## src/rtl/demux_1_4_32_buf.sv

```systemverilog
// ----------------------------------------------------------------------------
// demux_1_4_32_buf
//   Routes a 32-bit word to one of four output channels. Each channel has a
//   one-entry output register with valid/ready handshaking. A channel can
//   accept a new word in the same cycle that its current word is delivered,
//   so each channel sustains one word per cycle. A stalled channel blocks
//   only transfers aimed at itself.
//
// Ports
//   clk            : clock, all state updates on the rising edge
//   rst_n          : synchronous active-low reset
//   din[31:0]      : data word to route
//   sel[1:0]       : destination channel for din
//   in_valid       : din/sel valid this cycle
//   in_ready       : block accepts din this cycle (combinational)
//   res0..res3     : per-channel registered data
//   out_valid[3:0] : bit k set while resk holds an undelivered word
//   out_ready[3:0] : bit k set when the channel k consumer takes resk
//   cnt0..cnt3     : per-channel delivered-word counters (8-bit, wrapping)
//
// Configuration
//   DEMUX_CNT_EN   : when defined, adds the cnt0..cnt3 ports and counters.
//                    When undefined, those ports and their logic are absent.
// ----------------------------------------------------------------------------

// One output channel: a single data register plus its valid flag.
module demux_1_4_32_buf_lane #(
    parameter int VEC_W = 32
) (
    input  logic             clk,
    input  logic             rst_n,
    input  logic             load_i,   // transfer targeting this channel
    input  logic [VEC_W-1:0] din_i,
    input  logic             ready_i,  // consumer takes the word this cycle
    output logic [VEC_W-1:0] data_o,
    output logic             valid_o
);
    logic [VEC_W-1:0] data_q, data_d;
    logic             valid_q, valid_d;

    // A load wins over a delivery: it replaces the outgoing word and keeps
    // valid high, giving back-to-back throughput. Without a load, valid
    // drops only when the consumer takes the word; data is always held.
    always_comb begin
        data_d  = data_q;
        valid_d = valid_q;
        if (load_i) begin
            data_d  = din_i;
            valid_d = 1'b1;
        end else if (ready_i) begin
            valid_d = 1'b0;
        end
    end

    always_ff @(posedge clk) begin
        if (!rst_n) begin
            data_q  <= '0;
            valid_q <= 1'b0;
        end else begin
            data_q  <= data_d;
            valid_q <= valid_d;
        end
    end

    assign data_o  = data_q;
    assign valid_o = valid_q;
endmodule

module demux_1_4_32_buf (
    input  logic        clk,
    input  logic        rst_n,
    input  logic [31:0] din,
    input  logic [1:0]  sel,
    input  logic        in_valid,
    output logic        in_ready,
    output logic [31:0] res0,
    output logic [31:0] res1,
    output logic [31:0] res2,
    output logic [31:0] res3,
    output logic [3:0]  out_valid,
    input  logic [3:0]  out_ready
`ifdef DEMUX_CNT_EN
    ,
    output logic [7:0]  cnt0,
    output logic [7:0]  cnt1,
    output logic [7:0]  cnt2,
    output logic [7:0]  cnt3
`endif
);
    localparam int NUM_LANES = 4;
    localparam int VEC_W     = 32;

    logic [NUM_LANES-1:0][VEC_W-1:0] res;
    logic [NUM_LANES-1:0]            load;

    // Readiness depends only on the channel currently addressed, so a full
    // channel never stalls traffic to the others. Reset does not gate it;
    // any transfer during reset is discarded by the lane reset itself.
    assign in_ready = !out_valid[sel] || out_ready[sel];

    for (genvar g = 0; g < NUM_LANES; g++) begin : g_load
        assign load[g] = in_valid && in_ready && (sel == 2'(g));
    end

    demux_1_4_32_buf_lane #(.VEC_W(VEC_W)) u_lane [NUM_LANES-1:0] (
        .clk     (clk),
        .rst_n   (rst_n),
        .load_i  (load),
        .din_i   (din),
        .ready_i (out_ready),
        .data_o  (res),
        .valid_o (out_valid)
    );

    assign res0 = res[0];
    assign res1 = res[1];
    assign res2 = res[2];
    assign res3 = res[3];

`ifdef DEMUX_CNT_EN
    logic [NUM_LANES-1:0][7:0] cnt_q, cnt_d;
    logic [NUM_LANES-1:0]      deliv;

    assign deliv = out_valid & out_ready;

    // 8-bit counters wrap naturally from FF to 00.
    always_comb begin
        cnt_d = cnt_q;
        for (int k = 0; k < NUM_LANES; k++) begin
            if (deliv[k]) cnt_d[k] = cnt_q[k] + 8'd1;
        end
    end

    always_ff @(posedge clk) begin
        if (!rst_n) cnt_q <= '0;
        else        cnt_q <= cnt_d;
    end

    assign cnt0 = cnt_q[0];
    assign cnt1 = cnt_q[1];
    assign cnt2 = cnt_q[2];
    assign cnt3 = cnt_q[3];
`endif
endmodule

```

## config.mk

```make
export PLATFORM = sky130hd
export DESIGN_NAME = demux_1_4_32_buf
export DESIGN_NICKNAME = d
export VERILOG_FILES = /design/src/rtl/demux_1_4_32_buf.sv
export SDC_FILE = /design/constraint.sdc
export NUM_CORES = 1
export LEC_CHECK = 0
export BUFFER_PORTS_ARGS = -buffer_cell sky130_fd_sc_hd__buf_2
export CORE_ASPECT_RATIO = 2
export CORE_MARGIN = 2
export CORE_UTILIZATION = 45
export DETAILED_ROUTE_END_ITERATION = 10
export PLACE_DENSITY = 0.82
export SYNTH_ARGS = -nofsm -noshare
export SYNTH_HDL_FRONTEND = slang
export SYNTH_HIERARCHICAL = 1
export SYNTH_SLANG_ARGS = --single-unit
```

## constraint.sdc

```tcl
create_clock -name clk -period 2.5 [get_ports clk]
set_clock_uncertainty 0.05 [all_clocks]
set_input_delay 0.25 -clock clk [delete_from_list [all_inputs] [get_ports clk]]
set_output_delay 0.25 -clock clk [all_outputs]
set_load 0.02 [all_outputs]
```

; Word level (Yosys, flattened, before mapping)
; Index checks and enable logic that the tools add are counted.
[op_classes]
div_mod_pow = 0
n_shift = 0
order_cmp = 1
add_sub_neg = 0
muxes = 12
multipliers = 0
n_reduce_logical = 12
bitwise_logic = 0
n_eq_ne = 3
[ops]
columns = cell, count
row1 = 1-bit 2-to-1 mux, 10
row2 = 2-bit nonzero test, 4
row3 = 1-bit logical AND, 5
row4 = 1-bit binary-select mux with 2-bit select, 2
row5 = "2-bit equality test, second input constant", 2
row6 = "2-bit by 3-bit less-than comparator with 1-bit output, second input constant", 1
row7 = "2-bit by 1-bit equality test with 1-bit output, second input constant", 1
row8 = 2-bit zero test, 1
row9 = 1-bit zero test, 1
row10 = 1-bit logical OR, 1
[totals]
rom_bits = 0
n_memories = 0
word_cells = 36
register_bits = 132
latch_bits = 0
inputBits = 41
mem_bits_rw = 0
output_inout_bits = 133

; Logic depth before layout (Yosys ltp)
[logic_depth]
ltp_word = 7
ltp_mapped = 6

; Cells and area by module
; The synthesis kept the hierarchy.
[by_module_without_submodules]
columns = module, cells_each, n_inst, area_each_um2
row1 = demux_1_4_32_buf_lane, 106, 4, 1277.5
row2 = demux_1_4_32_buf, 9, 1, 101.3

; Worst setup path before layout
; Ideal clock, no wire load.
[synth_timing]
path_kind = flip-flop to flip-flop
from = register u_lane[0].valid_q
to = register u_lane[0].data_q[0]
path_buffers = 2
setup_slack_ns = 1.067
setup_time_ns = 0.116
arrival_time_ns = 1.267
period_less_slack_ns = 1.433
path_stages_with_launch = 7
required_time_ns = 2.334
path_cell_list = dfxtp_1 nand2b_1 nor4bb_1 buf_6 buf_12 mux2i_1 nor2b_1
[synth_between]
elab_chain_len = 6
[synth_rtl]
columns = item, line
row1 = "start, declared", 39  ; logic valid_q, valid_d;
row2 = "start signal, assigned", 61  ; valid_q <= valid_d;
row3 = 1-bit binary-select mux with 2-bit select, 99  ; assign in_ready = !out_valid[sel] || out_ready[sel];
row4 = 1-bit 2-to-1 mux (implied by the code), 99
row5 = 1-bit zero test, 99
row6 = 1-bit logical OR, 99
row7 = 1-bit logical AND (2 in a row), 102  ; assign load[g] = in_valid && in_ready && (sel == 2'(g));
row8 = named net load[0], 94  ; logic [NUM_LANES-1:0] load;
row9 = "end signal, assigned", 60  ; data_q <= data_d;
row10 = "end, declared", 38  ; logic [VEC_W-1:0] data_q, data_d;
; The timed path passes the listed nets, and every way through them passes these cells. The select of a mux whose other input is x is not followed.
; A chain may end at the register's enable or synchronous reset.

; Worst setup path after layout
[layout_timing]
from = register u_lane[3].valid_q
to = output in_ready
[layout_between]
elab_chain_len = 4
[layout_rtl]
columns = item, line
row1 = "start, declared", 39
row2 = "start signal, assigned", 61
row3 = 1-bit binary-select mux with 2-bit select, 99
row4 = 1-bit 2-to-1 mux (implied by the code), 99
row5 = 1-bit zero test, 99
row6 = 1-bit logical OR, 99
row7 = "end, declared", 75  ; output logic in_ready,
; No other way between the ends. The select of a mux whose other input is x is not followed.

==> impl_metrics.py <==
metrics = {
    "run_status": {
        "outcome": "completed",
    },
    "floorplan": {
        "rows": 55,
        "core_area_um2": 11300,
        "io_pins": 174,
        "die_w_um": 80.1,
        "start_util": 0.462,
        "die_area_um2": 12500,
        "die_h_um": 156,
    },
    "drt": {
        "routedWlPerCell_um": 15.9,
        "via_per_inst": 4.85,
        "drc": 0,
        "antenna_left": 0,
        "dr.pass1.iters": 4,
        "drt-total-wl_um": 12100,
        "vias": 3682,
        "dr.first_iter.drc_count": 85,
    },
    "logic_synthesis": {
        "ys_top_cells_by_count": "dfxtp_1, nor2b_1, mux2i_1",
        "synthTopCellsByArea": "dfxtp_1, mux2i_1, nor2b_1",
        "synth_seq_cells": 132,
        "ys_seq_area_frac": 0.507,
        "postSynthAreaPerCell_um2": 12.0,
        "async_reset_ff_frac": 0,
        "syn_inst": 433,
        "synth_cell_types": 13,
        "synth-main-ff-cell": "dfxtp_1",
        "netlist_area_um2": 5210,
        "yosysWarnings": 6,
        "synth_top_area_frac": 0.507,
        "yosys.area.top_type": "dfxtp_1",
        "synthesis.nets": 474,
        "synth_edf_count": 0,
    },
    "global_routing": {
        "grt_overflow_total": 0,
        "grt_pass1_vias": 3784,
        "grt_pass1_wl_um": 19000,
        "antenna_found_initial": 0,
        "grt_use_total": 0.196,
        "grt_max_degree": 67,
    },
    "setup_path": {
        "regToRegSetupSlack_ns": 0.78,
        "crit_required_ns": 2.20,
        "arrival_ns": 1.50,
        "r2r-end": "u_lane[2]/data_o[14]",
        "end_kind": "output port",
        "worstSetupStartpoint": "u_lane[3]/valid_o",
        "crit_end": "in_ready",
        "critPathLaunchType": "register",
        "r2r_cells": 5,
        "path_class": "register to output port",
        "regToRegStartpoint": "u_lane[2]/valid_o",
        "worstPathMaxFanout": 3,
    },
    "clock_tree": {
        "insertion_delay_ns": 0.40,
        "cts_tree": "yes",
        "cts_resized": 0,
        "numClockSinks": 132,
        "ctsHoldBuffers": 0,
        "path_clk_slew_ns": 0.06,
        "cts_made_buffers": 17,
        "clockBufferDepth": 2,
        "postCtsSetupBuffers": 0,
        "root_buffer": "clkbuf_16",
        "h-tree-depth": 4,
    },
    "power": {
        "power.leakage_nw": 2.82,
        "vdd_drop_max_mv": 0.611,
        "powerDensity_nw_per_um2": 806,
    },
    "sta": {
        "grt_setup_unrepaired": "false",
        "slew_violations": 0,
        "finalSetupViolations": 0,
        "finalSetupTns_ns": 0,
        "worst_slack_ns": 0.703,
        "fmax_mhz": 556,
        "period_needed_ns": 1.80,
        "tightest_slew_ns": 0.633,
        "period_share": 0.719,
        "hold_viol_final": 0,
        "slew_headroom": 0.578,
    },
    "flow_run": {
        "maxCapViolations": 0,
    },
    "placement": {
        "dp.final_hpwl_um": 8590,
        "placed_area_um2": 6020,
        "pre_cts_ws_ns": 0.718,
        "port_buffers": 173,
        "gp_congestion": 0.753,
    },
    "hold_path": {
        "min_path_type": "primary input to register",
    },
    "finish": {
        "syn_to_final_growth_pct": 27.9,
        "nets": 645,
        "final_area_um2": 6660,
        "insertedDiodeCount": 0,
        "layout-drive-gt1-share": 0.350,
    },
}
worst max-delay path, stage by stage (launching register included):
cell,delay [ns]
dfxtp_1,0.39
nand2b_4,0.06
mux4_2,0.47
buf_2,0.17
state kept, by name, summed over array words and instances, names as in the netlist:
register	flops
u_lane/data_o	128
u_lane/valid_o	4
metrics by stage:
stage          instances  utilization  total power, mW  hold WS [ns]
2_1_floorplan        433            -             2.59         0.328
3_3_place_gp         727        0.533             2.73         0.441
3_5_place_dp         727        0.533             2.74         0.446
4_1_cts              759        0.590             5.43        0.0899
5_1_grt              759        0.590             5.57         0.102
6_report             759        0.590             5.37         0.108
layout by cell type (no fill, tap or decap), types with 3 or more instances in the layout:
| cell | n |
|---|---|
| clkbuf_1 | 3 |
| clkbuf_16 | 17 |
| buf_2 | 173 |
| buf_4 | 5 |
| bufinv_16 | 5 |
| o21a_1 | 4 |
| dfxtp_1 | 132 |
| nor2b_1 | 132 |
| mux2i_1 | 128 |
| clkinv_4 | 4 |
layer usage:
layer	vias up	track usage	share of wire
met5	-	0	0
li1	1792	-	-
met3	18	0.0579	0.070
met2	151	0.361	0.54
met1	1721	0.199	0.37
met4	0	0.0839	0.021
worst min path at each step:
stage | startpoint | end | slack (ns) | cells past startpoint
detailed placement | u_lane[1]/data_o[2] | u_lane[1]/data_o[2] | 0.45 | 2
CTS | din[20] | u_lane[1]/data_o[20] | 0.09 | 3
floorplan | rst_n | u_lane[0]/data_o[29] | 0.33 | 1
global placement | u_lane[1]/data_o[18] | u_lane[1]/data_o[18] | 0.44 | 2
global route | out_ready[3] | u_lane[3]/valid_o | 0.10 | 3
finish | din[27] | u_lane[3]/data_o[27] | 0.11 | 3
cells by family (layout without fill, tap and decap cells):
| group | after synthesis | count (layout) | share of synthesized area |
|---|---|---|---|
| mux | 129 | 129 | 0.250 |
| buf+inv | 28 | 212 | 0.0634 |
| compound gates | 4 | 4 | 0.00576 |
| simple gates | 140 | 140 | 0.174 |
| flops | 132 | 132 | 0.507 |
power by group:
| group | leakage, nW | switching, mW | total, mW | internal [mW] |
|---|---|---|---|---|
| logic | 1.45 | 0.278 | 0.480 | 0.202 |
| registers | 1.07 | 0.0370 | 2.21 | 2.18 |
| clock network | 0.304 | 0.897 | 2.67 | 1.77 |
area by class of cell:
type                       count  area (um2)
tap                          142         178
multi-input combinational    273        2260
clock inverter                12         205
sequential                   132        2640
clock buffer                  20         437
timing repair buffer         180         943
fill                         935        4620
Power figures use the tool's default switching activity.
